--- src/rtl/alu_issue_ctrl.sv ---
// Issue controller for a single-cycle 64-bit ALU. It decodes the operation,
// holds operands for one execute cycle, and captures the result behind a valid/ready handshake.
module alu_issue_ctrl (
    input  logic        clk,
    input  logic        rst,
    input  logic        in_valid,
    output logic        in_ready,
    input  logic [1:0]  aluop,
    input  logic [10:0] opcode,
    input  logic [63:0] op_a,
    input  logic [63:0] op_b,
    output logic [63:0] alu_value1,
    output logic [63:0] alu_value2,
    output logic [3:0]  alu_ctrl,
    input  logic [63:0] alu_result,
    input  logic        alu_zero,
    output logic        out_valid,
    input  logic        out_ready,
    output logic [63:0] out_result,
    output logic        out_zero,
    output logic        out_err,
    output logic [15:0] op_count
);

    typedef enum logic [1:0] {
        IDLE = 2'd0,
        EXEC = 2'd1,
        DONE = 2'd2
    } state_t;

    // Returns {illegal, alu_ctrl}.
    function automatic logic [4:0] decode_op(input logic [1:0] op, input logic [10:0] opc);
        logic [4:0] r;
        r = {1'b1, 4'b0010};
        case (op)
            2'b00: r = {1'b0, 4'b0010};
            2'b01: r = {1'b0, 4'b0110};
            2'b10: begin
                case (opc)
                    11'b10001011000: r = {1'b0, 4'b0010};
                    11'b11001011000: r = {1'b0, 4'b0110};
                    11'b10001010000: r = {1'b0, 4'b0000};
                    11'b10101010000: r = {1'b0, 4'b0001};
                    default:         r = {1'b1, 4'b0010};
                endcase
            end
            default: r = {1'b1, 4'b0010};
        endcase
        return r;
    endfunction

    state_t      state_q, state_d;
    logic [63:0] a_q, a_d, b_q, b_d;
    logic [3:0]  ctrl_q, ctrl_d;
    logic [63:0] res_q, res_d;
    logic        zero_q, zero_d;
    logic        err_q, err_d;
    logic [15:0] cnt_q, cnt_d;
    logic [4:0]  dec_s;
    logic        illegal_s;

    assign dec_s     = decode_op(aluop, opcode);
    assign illegal_s = dec_s[4];

    // State register
    always_ff @(posedge clk or posedge rst) begin
        if (rst) begin
            state_q <= IDLE;
        end else begin
            state_q <= state_d;
        end
    end

    // Next-state logic
    always_comb begin
        state_d = state_q;
        case (state_q)
            IDLE: begin
                if (in_valid) begin
                    state_d = illegal_s ? DONE : EXEC;
                end else begin
                    state_d = IDLE;
                end
            end
            EXEC: state_d = DONE;
            DONE: begin
                if (out_ready) begin
                    state_d = IDLE;
                end else begin
                    state_d = DONE;
                end
            end
            default: state_d = IDLE;
        endcase
    end

    // Handshake outputs decoded from state
    always_comb begin
        in_ready  = 1'b0;
        out_valid = 1'b0;
        case (state_q)
            IDLE:    in_ready  = 1'b1;
            DONE:    out_valid = 1'b1;
            default: begin
                in_ready  = 1'b0;
                out_valid = 1'b0;
            end
        endcase
    end

    // Datapath next values; an illegal request keeps the previous ALU control
    always_comb begin
        a_d    = a_q;
        b_d    = b_q;
        ctrl_d = ctrl_q;
        res_d  = res_q;
        zero_d = zero_q;
        err_d  = err_q;
        cnt_d  = cnt_q;
        case (state_q)
            IDLE: begin
                if (in_valid) begin
                    a_d = op_a;
                    b_d = op_b;
                    if (illegal_s) begin
                        res_d  = 64'd0;
                        zero_d = 1'b0;
                        err_d  = 1'b1;
                    end else begin
                        ctrl_d = dec_s[3:0];
                    end
                end else begin
                    a_d = a_q;
                end
            end
            EXEC: begin
                res_d  = alu_result;
                zero_d = alu_zero;
                err_d  = 1'b0;
            end
            DONE: begin
                if (out_ready) begin
                    cnt_d = cnt_q + 16'd1;
                end else begin
                    cnt_d = cnt_q;
                end
            end
            default: cnt_d = cnt_q;
        endcase
    end

    // Datapath registers
    always_ff @(posedge clk or posedge rst) begin
        if (rst) begin
            a_q    <= 64'd0;
            b_q    <= 64'd0;
            ctrl_q <= 4'b0010;
            res_q  <= 64'd0;
            zero_q <= 1'b0;
            err_q  <= 1'b0;
            cnt_q  <= 16'd0;
        end else begin
            a_q    <= a_d;
            b_q    <= b_d;
            ctrl_q <= ctrl_d;
            res_q  <= res_d;
            zero_q <= zero_d;
            err_q  <= err_d;
            cnt_q  <= cnt_d;
        end
    end

    assign alu_value1 = a_q;
    assign alu_value2 = b_q;
    assign alu_ctrl   = ctrl_q;
    assign out_result = res_q;
    assign out_zero   = zero_q;
    assign out_err    = err_q;
    assign op_count   = cnt_q;

endmodule

--- config.mk ---
export PLATFORM = sky130hd
export DESIGN_NAME = alu_issue_ctrl
export DESIGN_NICKNAME = d
export VERILOG_FILES = /design/src/rtl/alu_issue_ctrl.sv
export SDC_FILE = /design/constraint.sdc
export NUM_CORES = 1
export LEC_CHECK = 0
export ABC_AREA = 1
export CAP_MARGIN = 5
export CORE_AREA = 4 4 166 168
export CTS_CLUSTER_DIAMETER = 50
export DETAILED_ROUTE_END_ITERATION = 7
export DIE_AREA = 0 0 170 172
export DONT_BUFFER_PORTS = 1
export GPL_TIMING_DRIVEN = 0
export SYNTH_ARGS = -nofsm -noshare
export SYNTH_HDL_FRONTEND = slang
export SYNTH_SLANG_ARGS = --single-unit
--- constraint.sdc ---
create_clock -name clk -period 10.45 [get_ports clk]
set_input_delay 2.6125 -clock clk [delete_from_list [all_inputs] [get_ports clk]]
set_output_delay 2.6125 -clock clk [all_outputs]
set_load 0.1 [all_outputs]
; ---- Word level (Yosys, flattened, before mapping)
; Index checks and enable logic that the tools add are counted.
[classes]
muxes = 17
n_div = 0
n_shift = 0
order_cmp = 0
n_eq_ne = 10
multipliers = 0
reduce_logical = 7
n_addsub = 1
bitwise_logic = 1
[op_table]
columns = op, count
row1 = 2-to-1 mux 64 bit, 2
row2 = one-hot mux 64 bit (2 select lines), 1
row3 = == test 11 bit (second input constant), 4
row4 = one-hot mux 5 bit (4 select lines), 1
row5 = adder 16 x 1 -> 16 bit (second input constant), 1
row6 = one-hot mux 5 bit (3 select lines), 1
row7 = 2-to-1 mux 1 bit, 6
row8 = 2-to-1 mux 2 bit, 3
row9 = one-hot mux 2 bit (3 select lines), 1
row10 = AND reduction 3 bit, 2
row11 = == test 2 x 1 -> 1 bit (second input constant), 2
row12 = == test 2 bit (second input constant), 2
row13 = logical NOT 2 bit, 2
row14 = != test 2 bit (second input constant), 2
row15 = one-hot mux 1 bit (2 select lines), 2
row16 = AND reduction 2 bit, 2
row17 = nonzero test 2 bit, 1
row18 = NOT 1 bit, 1
[totals]
reg_bits = 216
output_inout_bits = 216
rom_bits = 0
inputBits = 210
word_cells = 44
n_memories = 0
latch_bits = 0
mem_bits_rw = 0

; ---- Longest topological paths before layout
[logic_depth]
depth_word = 6
ltp_mapped = 9
ltp_nobuf = 9

; ---- Least setup slack after synthesis
; No wires, ideal clock.
[synth_path]
path_type = register to output
from = register state_q[1]
to = output in_ready
t_required_ps = 7837
stages_incl_launch_ff = 2
path_buffers = 0
arrival_time_ps = 1745
slack_ps = 6092
path_cell_list = dfrtp_1 nor2_1
[synth_between]
elab_chain_len = 2
[synth_rtl]
columns = element, line_no
row1 = "start, declared", 52  ; state_t state_q, state_d;
row2 = "start signal, assigned", 70  ; state_q <= state_d;
row3 = logical NOT 2 bit, 101  ; case (state_q)
row4 = 2-to-1 mux 1 bit, 101
row5 = "end, declared", 7  ; output logic in_ready,
; No other way between the ends.

; ---- Worst setup path after layout
[layout_path]
from = register state_q[1]
to = output out_valid
[layout_between]
elab_chain_len = 2
[layout_rtl]
columns = element, line_no
row1 = == test 2 bit, 101
row2 = 2-to-1 mux 1 bit, 101
row3 = "end, declared", 17  ; output logic out_valid,
; No other way between the ends.

==> flow_summary_export.csv <==
group,metric,value,unit
cells_and_area,flow.area_growth_from_synthesis,15.92,%
yosys,netlist.area_leader.share,62.75,%
sta,hold_violations_final,0,
critical_path,regToRegSetupSlack,8.10,ns
clock_network,postCtsResizedCells,0,
global_route,grt_start_max_net_pins,111,
cells_and_area,final_core_util,38.18,%
critical_path,timing.critical_path.to_type,"output port",
floorplan,floorplan.initialDensity,32.94,%
cells_and_area,most-common-layout-cells,"544 x sky130_fd_sc_hd__nand2_1, 214 x sky130_fd_sc_hd__dfrtp_1, 71 x sky130_fd_sc_hd__nand3_1, 40 x sky130_fd_sc_hd__buf_2, 27 x sky130_fd_sc_hd__clkbuf_16",
hold_path,hold_path_startpoint,"state_q[0]",
run,maxCapViolCount,0,
floorplan,die_x,170,um
clock_network,numCtsBuffers,27,
global_route,global_route_wire_length_before_repair,37.14,mm
run_status,run_status,"completed",
floorplan,row_count,59,
clock_network,cts_max_level,1,
critical_path,critical_path.n_buffers_inverters,1,
sta,fmax,220.0,MHz
critical_path,maximum_net_fanout_on_the_critical_path,6,
hold_path,worst_hold_path.num_cells,3,
drt,route.final.wire_length,25.02,mm
yosys,syn-cell-area,8534,sq um
yosys,post_synth_edffs,0,
floorplan,core_area,25910,sq um
placed_design,finalWeightedCongestion,0.8450,
yosys,synth-async-reset-ratio,100.0,%
drt,drt_first_pass_iters,5,
cells_and_area,layout.filler_cells,2646,
clock_network,cts_root_buf,"sky130_fd_sc_hd__clkbuf_16",
cells_and_area,layout-drive-gt1-share,10.47,%
critical_path,setup.worst_path.class,"flip-flop to output port",
clock_network,clkTransAtPathRegs,0.05,ns
cells_and_area,mostFrequentLayoutCell,"sky130_fd_sc_hd__nand2_1",
global_route,grtUsageTotal,16.01,%
floorplan,die_h,172,um
critical_path,critPathSlowestCell,"sky130_fd_sc_hd__nor2_2",
critical_path,cpPeakStageDelay,0.85,ns
critical_path,rr_endpoint,"op_count[13]",
sta,period_minus_slack,4.546,ns
yosys,post_synth.cell_area_avg,8.872,sq um
sta,final.setup_skew,0.01172,ns
yosys,yosysTopAreaCell,"sky130_fd_sc_hd__dfrtp_1",
clock_network,post_cts_buffers,0,
sta,slew-limit-headroom,24.80,%
clock_network,cts_num_sinks,215,
placed_design,detailed_place_hpwl,18.92,mm
yosys,synthFlopType,"sky130_fd_sc_hd__dfrtp_1",
clock_network,cts_tree,"yes",
cells_and_area,layout.nets,1205,
floorplan,pin_count,426,
clock_network,cts_max_path_buffers,3,
critical_path,ff2ff_path_depth,6,
drt,detail_route.wl_per_cell,18.57,um
drt,drt-vias-per-instance,4.729,
cells_and_area,antenna_cells,0,
cells_and_area,finish.cell_count_without_fillers,1347,
floorplan,die_area,29240,sq um
critical_path,critPathRequiredTime,7.84,ns
drt,drc,0,
critical_path,crit_path_start_kind,"flip-flop",
drt,detail_route.iter0.violations,308,
critical_path,kind_of_cell_adding_the_most_delay_to_the_critical_path,"simple AND/OR/NAND/NOR gates",
global_route,grt_antenna_before_repair,0,
sta,final_critical_path_share_of_the_clock_period,43.50,%
drt,via_count,6370,
clock_network,clk-insertion-delay-late,0.52,ns
global_route,global_route.overflow_total,0,
yosys,synthesis.yosys.warnings,0,
placed_design,numPlacedInstances,1300,
critical_path,r2r_start,"op_count[6]",
yosys,seq_area_frac_synth,63.06,%
yosys,synth_cell_types,29,
yosys,synth-seq-cells,215,
placed_design,port_buffers,0,
sta,grt_setup_unrepaired,"no",
hold_path,hold_class,"flip-flop to flip-flop",
yosys,syn-instance-count,962,
clock_network,hold_buffers,0,
critical_path,crit_path_cell_trace,"inv_1, nor2_2",
sta,worstMarginPinSlew,1.127,ns
yosys,postSynthNetCount,1173,
yosys,ys_top_cells_by_area,"sky130_fd_sc_hd__dfrtp_1 63%, sky130_fd_sc_hd__nand2_1 24%, sky130_fd_sc_hd__nand3_1 4.2%",
drt,antenna_left,0,
critical_path,cp.arrival,1.93,ns
global_route,first_global_vias,6643,
hold_path,hold-path-endpoint,"state_q[1]",
sta,setup_viol_count_final,0,
sta,drv_slew,0,
flip-flops by register name (all words and copies together) (netlist names):
| register | count |
|---|---|
| alu_ctrl | 3 |
| out_result | 64 |
| out_err | 1 |
| op_count | 16 |
| out_zero | 1 |
| alu_value2 | 64 |
| alu_value1 | 64 |
| state_q | 2 |
worst max path at each step:
| stage | start | end | slack (ns) | cells past startpoint |
|---|---|---|---|---|
| after floorplan | rst | alu_ctrl[0] | 1.96 | 1 |
| after global placement | rst | alu_value1[45] | -0.55 | 1 |
| after detailed placement | state_q[1] | out_valid | 6.42 | 2 |
| after CTS | state_q[1] | out_valid | 5.85 | 2 |
| after global routing | state_q[1] | out_valid | 5.84 | 2 |
| final | state_q[1] | out_valid | 5.90 | 2 |
cell usage after synthesis, drive strengths merged (2+ instances only):
library cell  instances
buf                  47
xor2                  6
nand2               546
clkbuf                3
nand4                 6
dfrtp               214
inv                  22
o211ai                2
nor3                  5
o21ai                 4
nand3                74
xnor2                 6
nor2                 21
final cells by class:
type                       instances  area (sq um)  share of cell area [%]
buffer                            50         275.3                   2.782
clock buffer                      35         735.7                   7.436
clock inverter                    12         132.6                   1.341
inverter                          22         90.09                  0.9106
multi-input combinational        675          2800                   28.30
sequential                       215          5381                   54.39
tap                              335         419.2                   4.237
timing repair buffer               3         58.81                  0.5944
routing by layer:
layer	part of all wire [%]	up-vias	wire (um)	track usage, %
met3	12	52	2970	6.836
met1	35	2981	8794	17.22
met5	0	-	0	0
met4	3.2	0	806	5.625
met2	50	304	12450	28.33
li1	-	3033	-	-
stage by stage:
step	hold slack (ns)	cell area (sq um)	setup TNS (ns)	setup slack, ns
6_report	0.6603	9893	0	5.904
5_1_grt	0.7262	9893	0	5.840
3_5_place_dp	0.6612	9025	0	6.416
4_1_cts	0.6691	9893	0	5.852
3_3_place_gp	0.6221	8954	-112.00	-0.5501
2_1_floorplan	0.5818	8534	0	1.960
cells by family after synthesis:
family / count (synthesis) / share of synthesized area (%)
buf+inv: 72 / 4.193
xor+xnor: 12 / 1.231
compound gates: 8 / 0.5424
flops: 215 / 63.06
other cells: 1 / 0.04394
simple gates: 653 / 30.79
fa+ha+maj: 1 / 0.1466
worst min-delay path: stages (launching register included):
cell	delay, ns
sky130_fd_sc_hd__dfrtp_1	0.40
sky130_fd_sc_hd__inv_2	0.08
sky130_fd_sc_hd__nand2_1	0.06
sky130_fd_sc_hd__o211ai_1	0.07
Power is not shown: default switching activity piles up to over one toggle a cycle in this logic, so the estimate is an artifact.
